<file path="config.mk">
export PLATFORM = sky130hd
export DESIGN_NAME = qft4_seq_ctrl
export DESIGN_NICKNAME = d
export VERILOG_FILES = /design/src/rtl/qft4_pkg.sv /design/src/rtl/qft4_rot_acc.sv /design/src/rtl/qft4_seq_ctrl.sv
export SDC_FILE = /design/constraint.sdc
export NUM_CORES = 1
export LEC_CHECK = 0
export CAP_MARGIN = 20
export CORE_MARGIN = 2
export CORE_UTILIZATION = 25
export CTS_BUF_LIST = sky130_fd_sc_hd__clkbuf_4
export CTS_CLUSTER_DIAMETER = 50
export CTS_CLUSTER_SIZE = 20
export DETAILED_ROUTE_END_ITERATION = 7
export PLACE_DENSITY = 0.38
export SYNTH_ARGS = -nofsm -noshare
export SYNTH_HDL_FRONTEND = slang
export SYNTH_HIERARCHICAL = 1
export SYNTH_SLANG_ARGS = --single-unit
</file>
<file path="constraint.sdc">
create_clock -name clk -period 4.7 [get_ports clk]
set_clock_uncertainty 0.2 [all_clocks]
set_input_delay 1.41 -clock clk [delete_from_list [all_inputs] [get_ports clk]]
set_output_delay 1.41 -clock clk [all_outputs]
set_load 0.005 [all_outputs]
</file>
<file path="src/rtl/qft4_pkg.sv">
// Shared state type, twiddle exponent helper and width helpers for the sequenced 4-point QFT.
// Latency: none (types and constant functions only).
// Backpressure: none.
package qft4_pkg;

    typedef enum logic [1:0] {LOAD, CALC, OUT} qft4_state_t;

    localparam int N_PTS = 4;

    function automatic int acc_width(input int in_w);
        return in_w + 2;
    endfunction

    function automatic int out_width(input int in_w, input int frac_w);
        return in_w + frac_w + 1;
    endfunction

    // The 2-bit product wraps, which is exactly (j*k) mod 4.
    function automatic logic [1:0] twiddle_exp(input logic [1:0] j, input logic [1:0] k,
                                               input logic inv);
        logic [1:0] p;
        p = j * k;
        return inv ? -p : p;
    endfunction

endpackage

</file>
<file path="src/rtl/qft4_rot_acc.sv">
// Rotates one complex sample by i^e and adds it to the running accumulator.
// Latency: combinational.
// Backpressure: none; the controller decides when the sum is captured.
module qft4_rot_acc #(
    parameter int IN_W  = 8,
    parameter int ACC_W = 10
) (
    input  logic signed [ACC_W-1:0] acc_re,
    input  logic signed [ACC_W-1:0] acc_im,
    input  logic signed [IN_W-1:0]  x_re,
    input  logic signed [IN_W-1:0]  x_im,
    input  logic        [1:0]       e,
    output logic signed [ACC_W-1:0] sum_re,
    output logic signed [ACC_W-1:0] sum_im
);

    logic signed [ACC_W-1:0] xr;
    logic signed [ACC_W-1:0] xi;
    logic signed [ACC_W-1:0] t_re;
    logic signed [ACC_W-1:0] t_im;

    // Widen before negating so the most negative input flips sign without wrapping.
    assign xr = {{(ACC_W-IN_W){x_re[IN_W-1]}}, x_re};
    assign xi = {{(ACC_W-IN_W){x_im[IN_W-1]}}, x_im};

    always_comb begin
        t_re = xr;
        t_im = xi;
        case (e)
            2'd0: begin t_re = xr;  t_im = xi;  end
            2'd1: begin t_re = -xi; t_im = xr;  end
            2'd2: begin t_re = -xr; t_im = -xi; end
            default: begin t_re = xi; t_im = -xr; end
        endcase
    end

    assign sum_re = acc_re + t_re;
    assign sum_im = acc_im + t_im;

endmodule

</file>
<file path="src/rtl/qft4_seq_ctrl.sv">
// Sequenced 4-point QFT: loads 4 complex samples, then builds each row X[k] one term per cycle (QFT4_INVERSE_EN adds conjugate twiddles).
// Latency: first row valid 4 cycles after the 4th accept, each later row 4 cycles after the previous handshake.
// Backpressure: row held while out_valid && !out_ready; in_ready low from 4th accept until the k=3 handshake.
module qft4_seq_ctrl
    import qft4_pkg::*;
#(
    parameter  int IN_W   = 8,
    parameter  int FRAC_W = 4,
    localparam int OUT_W  = out_width(IN_W, FRAC_W)
) (
    input  logic                    clk,
    input  logic                    rst_n,
    input  logic                    in_valid,
    output logic                    in_ready,
    input  logic signed [IN_W-1:0]  in_re,
    input  logic signed [IN_W-1:0]  in_im,
`ifdef QFT4_INVERSE_EN
    input  logic                    inverse,
`endif
    output logic                    out_valid,
    input  logic                    out_ready,
    output logic signed [OUT_W-1:0] out_re,
    output logic signed [OUT_W-1:0] out_im,
    output logic        [1:0]       out_idx,
    output logic                    out_last
);

    localparam int ACC_W = acc_width(IN_W);

    qft4_state_t state;
    qft4_state_t state_nxt;

    logic signed [IN_W-1:0]  smp_re [N_PTS];
    logic signed [IN_W-1:0]  smp_im [N_PTS];
    logic        [1:0]       wr_idx;
    logic        [1:0]       j;
    logic        [1:0]       k;
    logic signed [ACC_W-1:0] acc_re;
    logic signed [ACC_W-1:0] acc_im;
    logic signed [ACC_W-1:0] sum_re;
    logic signed [ACC_W-1:0] sum_im;
    logic signed [OUT_W-1:0] sum_re_ext;
    logic signed [OUT_W-1:0] sum_im_ext;
    logic        [1:0]       e;
    logic                    accept;
    logic                    hs;
    logic                    inv_cur;

`ifdef QFT4_INVERSE_EN
    logic inv_q;

    // Direction is latched with the last sample so mid-frame toggles are ignored.
    always_ff @(posedge clk or negedge rst_n) begin
        if (!rst_n)                         inv_q <= 1'b0;
        else if (accept && wr_idx == 2'd3)  inv_q <= inverse;
    end
    assign inv_cur = inv_q;
`else
    assign inv_cur = 1'b0;
`endif

    always_ff @(posedge clk or negedge rst_n) begin
        if (!rst_n) state <= LOAD;
        else        state <= state_nxt;
    end

    always_comb begin
        state_nxt = state;
        case (state)
            LOAD:    if (accept && wr_idx == 2'd3) state_nxt = CALC;
            CALC:    if (j == 2'd3)                state_nxt = OUT;
            OUT:     if (out_ready)                state_nxt = (k == 2'd3) ? LOAD : CALC;
            default: state_nxt = LOAD;
        endcase
    end

    always_comb begin
        in_ready = 1'b0;
        accept   = 1'b0;
        hs       = 1'b0;
        case (state)
            LOAD: begin
                in_ready = 1'b1;
                accept   = in_valid;
            end
            OUT:     hs = out_ready;
            default: ;
        endcase
    end

    assign e = twiddle_exp(j, k, inv_cur);

    qft4_rot_acc #(
        .IN_W  (IN_W),
        .ACC_W (ACC_W)
    ) u_rot_acc (
        .acc_re (acc_re),
        .acc_im (acc_im),
        .x_re   (smp_re[j]),
        .x_im   (smp_im[j]),
        .e      (e),
        .sum_re (sum_re),
        .sum_im (sum_im)
    );

    assign sum_re_ext = {{(OUT_W-ACC_W){sum_re[ACC_W-1]}}, sum_re};
    assign sum_im_ext = {{(OUT_W-ACC_W){sum_im[ACC_W-1]}}, sum_im};

    always_ff @(posedge clk or negedge rst_n) begin
        if (!rst_n) begin
            for (int i = 0; i < N_PTS; i++) begin
                smp_re[i] <= '0;
                smp_im[i] <= '0;
            end
            wr_idx    <= '0;
            j         <= '0;
            k         <= '0;
            acc_re    <= '0;
            acc_im    <= '0;
            out_valid <= 1'b0;
            out_re    <= '0;
            out_im    <= '0;
            out_idx   <= '0;
            out_last  <= 1'b0;
        end else begin
            if (accept) begin
                smp_re[wr_idx] <= in_re;
                smp_im[wr_idx] <= in_im;
                wr_idx         <= wr_idx + 2'd1;
                if (wr_idx == 2'd3) begin
                    j      <= '0;
                    k      <= '0;
                    acc_re <= '0;
                    acc_im <= '0;
                end
            end
            if (state == CALC) begin
                acc_re <= sum_re;
                acc_im <= sum_im;
                j      <= j + 2'd1;
                // The 1/2 normalisation folds into the fractional shift.
                if (j == 2'd3) begin
                    out_re    <= sum_re_ext <<< (FRAC_W-1);
                    out_im    <= sum_im_ext <<< (FRAC_W-1);
                    out_idx   <= k;
                    out_last  <= (k == 2'd3);
                    out_valid <= 1'b1;
                end
            end
            if (hs) begin
                out_valid <= 1'b0;
                j         <= '0;
                acc_re    <= '0;
                acc_im    <= '0;
                if (k == 2'd3) wr_idx <= '0;
                else           k      <= k + 2'd1;
            end
        end
    end

endmodule

</file>
Word-level counts from Yosys, hierarchy flattened --
Index checks and enable logic that the tools add are counted.
Storage, ports and cells: flip-flop bits (word level) 116, output and inout bits 31
Operators by class: add/subtract/negate cells 7, multipliers 1, order comparisons 3, eq/ne operators 10, multiplexer cells 40, bitwise operators 2, reduce and logical (&&, ||, !) cells 12
Operators by type and width (count):
- $bwmux 32 | 2
- $mux 10 | 6
- $pmux 10 s3 | 2
- $mux 8 | 5
- $bmux 8 s2 | 2
- $mux 2 | 14
- $add 10x10->10 | 2
- $neg 8->10 | 2
- $demux 8 s2 | 1
- $eq 2x2->1 const B | 5
- $mux 1 | 7
- $add 2x1->2 const B | 3
- $ge 3x3->1 const B | 2
- $not 2->3 | 2
- $pmux 2 s3 | 1
- $reduce_and 2->1 | 3
- $reduce_bool 3->1 | 2
- $eq 2x1->1 const B | 2
- $logic_not 2->1 | 2
- $ne 2x2->1 const B | 2
- $reduce_bool 2->1 | 2
- $lt 3x1->1 const B | 1
- $reduce_and 3->1 | 1
- $logic_and 1x1->1 | 2
- other kinds (2) | 2

Logic depth before layout (Yosys ltp) --
Gate-level depths: netlist of the first run.
depth after elaboration 9, depth in mapped cells 18, gate-level depth less buffers 15

Hierarchy --
The synthesis of the first run kept the hierarchy.
Modules (own cells, without submodules):
- qft4_seq_ctrl | instances 1, cells each 308, area an instance 5079.9 sq um, seq. area each 2902.8 sq um
- qft4_rot_acc | instances 1, cells each 217, area an instance 1567.8 sq um, seq. area each 0.0 sq um

Worst setup path before layout of the first run --
Ideal clock, no wire load.
path type reg-to-reg, start reg j[0], end reg out_im[12], library setup time 0.125 ns, data arrival time 3.965 ns, data required time 4.375 ns, setup slack 0.411 ns, cell stages (with the launch flop) 17, path buffers 2, clock period less this slack 4.289 ns, cell sequence dfrtp_1 > buf_4 > buf_2 > mux4_2 > inv_1 > ha_1 > or3b_4 > or3_4 > a211oi_1 > a221oi_2 > ha_1 > o21ai_0 > a21boi_0 > nand2_1 > o2bb2ai_1 > xnor2_1 > mux2_2
On the way: word-level cells in the longest chain between the ends 7
RTL lines:
- start: declaration | line qft4_seq_ctrl.sv:36 | logic [1:0] j;
- start signal: assignment | line qft4_seq_ctrl.sv:140 | j <= j + 2'd1;
- $not 2->3 (implied by the code) | line qft4_seq_ctrl.sv:99, qft4_seq_ctrl.sv:100
- $bmux 8 s2, on equally long branches | line qft4_seq_ctrl.sv:99, qft4_seq_ctrl.sv:100
- $mux 8, on equally long branches (2 in a row) | line qft4_seq_ctrl.sv:99, qft4_seq_ctrl.sv:100
- $neg 8->10, on equally long branches | line qft4_rot_acc.sv:33, qft4_rot_acc.sv:32
- $pmux 10 s3 * | line qft4_rot_acc.sv:29 | case (e)
- $add 10x10->10 * | line qft4_rot_acc.sv:38 | assign sum_im = acc_im + t_im;
- named net sum_im[9] | line qft4_seq_ctrl.sv:41 | logic signed [ACC_W-1:0] sum_im;
- end signal: assignment | line qft4_seq_ctrl.sv:144 | out_im <= sum_im_ext <<< (FRAC_W-1);
- end: declaration | line qft4_seq_ctrl.sv:23 | output logic signed [OUT_W-1:0] out_im,
Mark *: on every way through the listed nets, which the timed path passes. The rest lies on a longest branch. The select of a mux whose other input is x is not followed. A chain may end at the register's enable or synchronous reset.

Worst setup path after layout of the first run --
start reg j[1], end reg out_im[12]
Same word-level chain as after synthesis.

==> results of run 1 <==
[cells by family after synthesis]
family	share of synthesized area, %
flops	43.7
mux	23.9
compound gates	11.1
simple gates	6.89
buf+inv	5.65
fa+ha+maj	5.50
xor+xnor	3.29
other cells	0.0564
[cells in the final DEF, fill, tap and decap left out, drive strengths merged, types with 18 or more instances in the layout]
cell,netlist,final
clkdlybuf4s50,0,43
nand2,20,20
mux2,91,91
o21ai,22,22
a22o,23,23
a21oi,24,24
ha,26,26
inv,16,18
mux4,18,18
xnor2,18,18
dfrtp,116,116
[cell type report]
| class | instances | area [um^2] |
|---|---|---|
| Clock buffer | 17 | 128 |
| Clock inverter | 15 | 158 |
| Multi-Input combinational cell | 360 | 3410 |
| Fill cell | 2670 | 18400 |
| Tap cell | 335 | 419 |
| Antenna cell | 1 | 2.50 |
| Sequential cell | 116 | 2900 |
| Timing Repair Buffer | 59 | 563 |
| Inverter | 16 | 60.1 |
[worst max-delay path by stage]
| stage | from | end | cells past startpoint |
|---|---|---|---|
| 4_1_cts | j[0] | out_im[12] | 13 |
| 5_1_grt | j[1] | out_im[12] | 14 |
| 3_3_place_gp | j[0] | out_im[12] | 13 |
| 6_report | j[1] | out_im[12] | 14 |
| 3_5_place_dp | j[0] | out_im[12] | 13 |
| 2_1_floorplan | j[0] | out_im[12] | 16 |
[per-stage QoR]
step | hold slack (ps) | utilization, % | cell area, um^2 | setup slack, ps
final | 312 | 29.3 | 7640 | 432
after global routing | 329 | 29.3 | 7640 | 148
after CTS | 318 | 29.3 | 7640 | 226
after detailed placement | 292 | 28.2 | 7360 | 252
after global placement | 284 | 28.2 | 7360 | 285
after floorplan | 272 | - | 6670 | 411
[state kept, by name, indices dropped and copies added, names as in the netlist, 2 cells and up]
register  count
k             2
wr_idx        2
j             2
state         2
out_im       10
smp_im       32
smp_re       32
out_idx       2
out_re       10
acc_im       10
acc_re       10
[metal layers]
metal	wire length, um	share of wire [%]
met1	7560	48
met2	7450	48
met3	474	3.0
met4	134	0.86
met5	0	0
[critical path, delay by kind of cell (launching register included)]
family,cells,cell delay (ps)
mux,2,720
compound gates,5,890
buf+inv,1,120
simple gates,3,830
fa+ha+maj,2,520
xor+xnor,1,140
flops,1,730
[what timing repair did]
item	4_1_cts	5_1_grt
resized for setup	0	1
setup buffers	0	0
endpoints found under the setup margin	0	4
==> impl_metrics.csv, run 1 <==
group,metric,value,unit
timing,maxSlewViolCount,0,
synth,async_flop_share,100,%
floorplanning,initial_core_util,25.5,%
hold_path,min_path_cells,1,
critical_path,critPathLaunchType,"flip-flop",
global_routing,grt_use_met3,2.61,%
timing,setup_viol,0,
cells_and_area,layout-drive-gt1-share,29.7,%
synth,ys_seq_area_share,43.7,%
clock_network,cts.clk_slew.worst_paths,110,ps
global_routing,grt_pass1_vias,4416,
synth,synthDistinctLibCells,60,
clock_network,cts_sinks,116,
clock_network,clk_latency,530,ps
routing,drtPass1Iterations,4,
clock_network,cts_buffer_depth,2,
timing,fmax,234,MHz
critical_path,rr_startpoint,"j[1]",
critical_path,crit_type,"reg2reg",
global_routing,grt_overflow,0,
synth,ys_warn_count,6,
synth,synth_top_area_share,43.7,%
routing,dr.first_iter.drc_count,222,
status,status,"finished clean",
timing,worstMarginPinSlew,827,ps
global_routing,busiest_layer,"met2",
place,place_hpwl,11100,um
synth,ys_seq_elements,116,
routing,drc,0,
synth,netlist_instances,525,
timing,fin_setup_tns,0,ps
cells_and_area,area_growth,15.0,%
synth,synth_flop_cell,"dfrtp_1",
cells_and_area,finalNetCount,618,
clock_network,cts_buffers,17,
critical_path,path_cells,"mux4_2 -> inv_1 -> ha_1 -> or3b_4 -> or3_4 -> a21oi_1 -> a221oi_2 -> ha_1 -> o21ai_0 -> a21boi_0 -> nand2_1 -> o2bb2ai_1 -> xnor2_1 -> mux2_2",
critical_path,r2r_end,"out_im[12]",
floorplanning,die_area,27900,um^2
place,port_buffers,44,
critical_path,end_kind,"flip-flop",
clock_network,cts.root.buffer_cell,"clkbuf_4",
critical_path,crit_fanout,13,
synth,synth-edff-count,0,
global_routing,grt_pass1_wl,25500,um
floorplanning,dieHeight,167,um
critical_path,r2r_cells,14,
hold_path,hold_class,"reg2reg",
timing,min_period,4270,ps
timing,max_slew_margin,44.9,%
global_routing,grt_max_degree,62,
clock_network,cts_tree,"done",
synth,synth.avg_cell_area,12.7,um^2
synth,synthTopCellsByArea,"dfrtp_1 (44%), mux2_2 (10%), mux2_4 (7.0%)",
critical_path,max_stage_delay,730,ps
synth,yosys.area.top_type,"dfrtp_1",
global_routing,grt.met2_usage,18.7,%
timing,rsz0062_at_grt,"no",
floorplanning,boundaryPins,51,
routing,routed_wirelength,15600,um
timing,hold_violations,0,
synth,synth_most_common_cell,"dfrtp_1",
critical_path,slowest_stage,"dfrtp_1",
synth,syn_area,6650,um^2
synth,synthTopCellsByCount,"dfrtp_1 (116), mux2_2 (60), mux2_4 (31)",
clock_network,h-tree-depth,4,
global_routing,antenna_found_initial,1,
critical_path,crit_required,4910,ps
critical_path,r2r_setup_slack,430,ps
floorplanning,die_w,167,um
place,routabilityCongestion,0.773,
routing,vias_per_cell,4.66,
routing,vias,4285,
floorplanning,rows,59,
routing,ant_nets,0,
critical_path,cp.arrival,4480,ps
routing,wl_per_cell,17.0,um
hold_path,holdCritStartpoint,"out_re[3]",
floorplanning,core_area,26100,um^2
job,max_cap_viol_count,0,
cells_and_area,stdcell_count,919,
clock_network,postCtsHoldBufs,0,
hold_path,whs_endpoint,"out_re[3]",
critical_path,crit_top_cell,"ha_1",
timing,period_share,90.8,%
place,placed_cells,886,
global_routing,grt_usage,11.8,%
global_routing,met1_usage,16.1,%
Power of run 1 is not shown: default switching activity piles up to over one toggle a cycle in this logic, so the estimate is an artifact.
==> run 2: changes to the inputs <==
CORE_MARGIN = not set   (was 2)
==> run 2 against run 1 <==
Against the previous run:
- hold slack better by 2.9 ps
- non-clock buffer count is 1 lower
- wire length fell by 0.18%
- critical path type unchanged
- final area shrank 0.20%
- die area shrank 2.4%
- sequential cell count is the same
- via count is 0.75% lower
- first-iteration DRC count down 18%
- fmax shrank 2.7%
==> impl_metrics.csv, run 2 (same netlist as run 1, synthesis figures left out) <==
group,metric,value,unit
clock_network,cts.root.buffer_cell,"clkbuf_4",
global_routing,grt_pass1_vias,4525,
clock_network,post-cts-setup-buffers,0,
floorplanning,initial_core_util,25.5,%
timing,worstMarginPinSlew,681,ps
floorplanning,die_area,27200,um^2
global_routing,grt_overflow,0,
timing,hold_violations,0,
global_routing,grt_pass1_wl,25400,um
critical_path,critPathLaunchType,"flip-flop",
floorplanning,die_w,165,um
timing,setup_viol,0,
critical_path,path_cells,"buf_4 -> mux4_2 -> nor4_1 -> nand2_1 -> a211oi_1 -> a21o_1 -> a21oi_1 -> ha_1 -> a21boi_0 -> nand2_1 -> o2bb2ai_1 -> xnor2_1 -> mux2_2",
timing,rsz0062_at_grt,"no",
cells_and_area,layout-drive-gt1-share,29.6,%
critical_path,crit_family,"simple AND/OR/NAND/NOR gates",
clock_network,cts_sinks,116,
cells_and_area,final_common_cell,"dfrtp_1",
floorplanning,boundaryPins,51,
timing,max_slew_margin,54.2,%
global_routing,grt_max_degree,81,
routing,vias_per_cell,4.63,
clock_network,h-tree-depth,4,
cells_and_area,finalNetCount,617,
clock_network,cts.clk_slew.worst_paths,120,ps
global_routing,grt_usage,12.4,%
critical_path,cp.arrival,4630,ps
critical_path,end_kind,"flip-flop",
clock_network,cts_buffer_depth,2,
critical_path,crit_top_cell,"nand2_1",
routing,ant_nets,0,
critical_path,crit_fanout,12,
cells_and_area,mostFrequentLayoutCells,"dfrtp_1 (116), mux2_2 (60), clkdlybuf4s50_1 (43), mux2_4 (31), ha_1 (26)",
floorplanning,rows,59,
cells_and_area,final_util,29.3,%
routing,wl_per_cell,17.0,um
cells_and_area,top_regs,"smp_im (32), smp_re (32)",
place,routabilityCongestion,0.750,
job,max_cap_viol_count,0,
routing,drtPass1Iterations,4,
clock_network,post_cts_resized,0,
routing,vias,4253,
global_routing,antenna_found_initial,1,
clock_network,cts_buffers,17,
routing,drc,0,
critical_path,crit_required,4940,ps
timing,fin_setup_tns,0,ps
critical_path,max_stage_delay,750,ps
hold_path,hold_class,"reg2reg",
place,place_hpwl,11000,um
place,port_buffers,44,
clock_network,cts_tree,"done",
clock_network,clk_latency,560,ps
clock_network,postCtsHoldBufs,0,
routing,routed_wirelength,15600,um
critical_path,slowest_stage,"dfrtp_1",
timing,fmax,228,MHz
critical_path,crit_type,"reg2reg",
critical_path,crit_buf_inv,1,
timing,period_share,93.3,%
timing,maxSlewViolCount,0,
floorplanning,dieHeight,165,um
floorplanning,core_area,26100,um^2
timing,min_period,4380,ps
routing,dr.first_iter.drc_count,182,
status,status,"finished clean",
cells_and_area,area_growth,14.8,%
## run 2: cell count changes in the layout (fill, tap and decap cells not counted)
cell	before	now
clkinvlp_4	3	1
inv_8	0	1
buf_4	15	14
nor2b_1	2	1
dfrtp_1	115	116
dfrtp_2	1	0
bufinv_16	2	1
clkinv_4	5	6
nor2b_2	0	1
inv_6	2	5
clkinv_2	2	0
## run 2: area by class of cell
class	instances	area (um^2)
Sequential cell	116	2900
Tap cell	335	419
Antenna cell	1	2.50
Clock buffer	17	128
Multi-Input combinational cell	360	3410
Timing Repair Buffer	58	556
Fill cell	2655	18400
Inverter	16	60.1
Clock inverter	15	149
## run 2: per-layer routing
layer | routed length (um) | vias to the layer above | track usage (%)
met5 | 0 | - | 0
li1 | - | 2009 | -
met4 | 138 | 0 | 3.13
met3 | 510 | 10 | 3.37
met1 | 7690 | 2163 | 16.7
met2 | 7260 | 71 | 19.6
## run 2: worst paths after layout
| path | startpoint | endpoint | slack (ps) | cells after the start |
|---|---|---|---|---|
| max in group asynchronous | rst_n | smp_re[23] | 2840 | 2 |
| min in group asynchronous | rst_n | out_im[6] | 630 | 1 |
| min | out_im[11] | out_im[11] | 310 | 1 |
| max | j[1] | out_im[12] | 320 | 13 |
| max reg2reg | j[1] | out_im[12] | 320 | 13 |
| min reg2reg | out_im[11] | out_im[11] | 310 | 1 |
## run 2: per-stage QoR
stage / std cells / setup slack (ps) / hold slack [ps] / cell area (um^2)
floorplan: 530 / 411 / 272 / 6670
global placement: 885 / 338 / 285 / 7350
detailed placement: 885 / 332 / 292 / 7350
CTS: 917 / 313 / 322 / 7630
global route: 918 / 11.6 / 342 / 7630
finish: 918 / 315 / 315 / 7630
## run 2: worst reg2reg max path, stage by stage, from the launching register on
cell and delay, ps:
dfrtp_1 750, buf_4 300, mux4_2 420, nor4_1 650, nand2_1 230, a211oi_1 300, a21o_1 110, a21oi_1 90
ha_1 350, a21boi_0 260, nand2_1 100, o2bb2ai_1 140, xnor2_1 140, mux2_2 260
Power of run 2 is left out for the same reason.
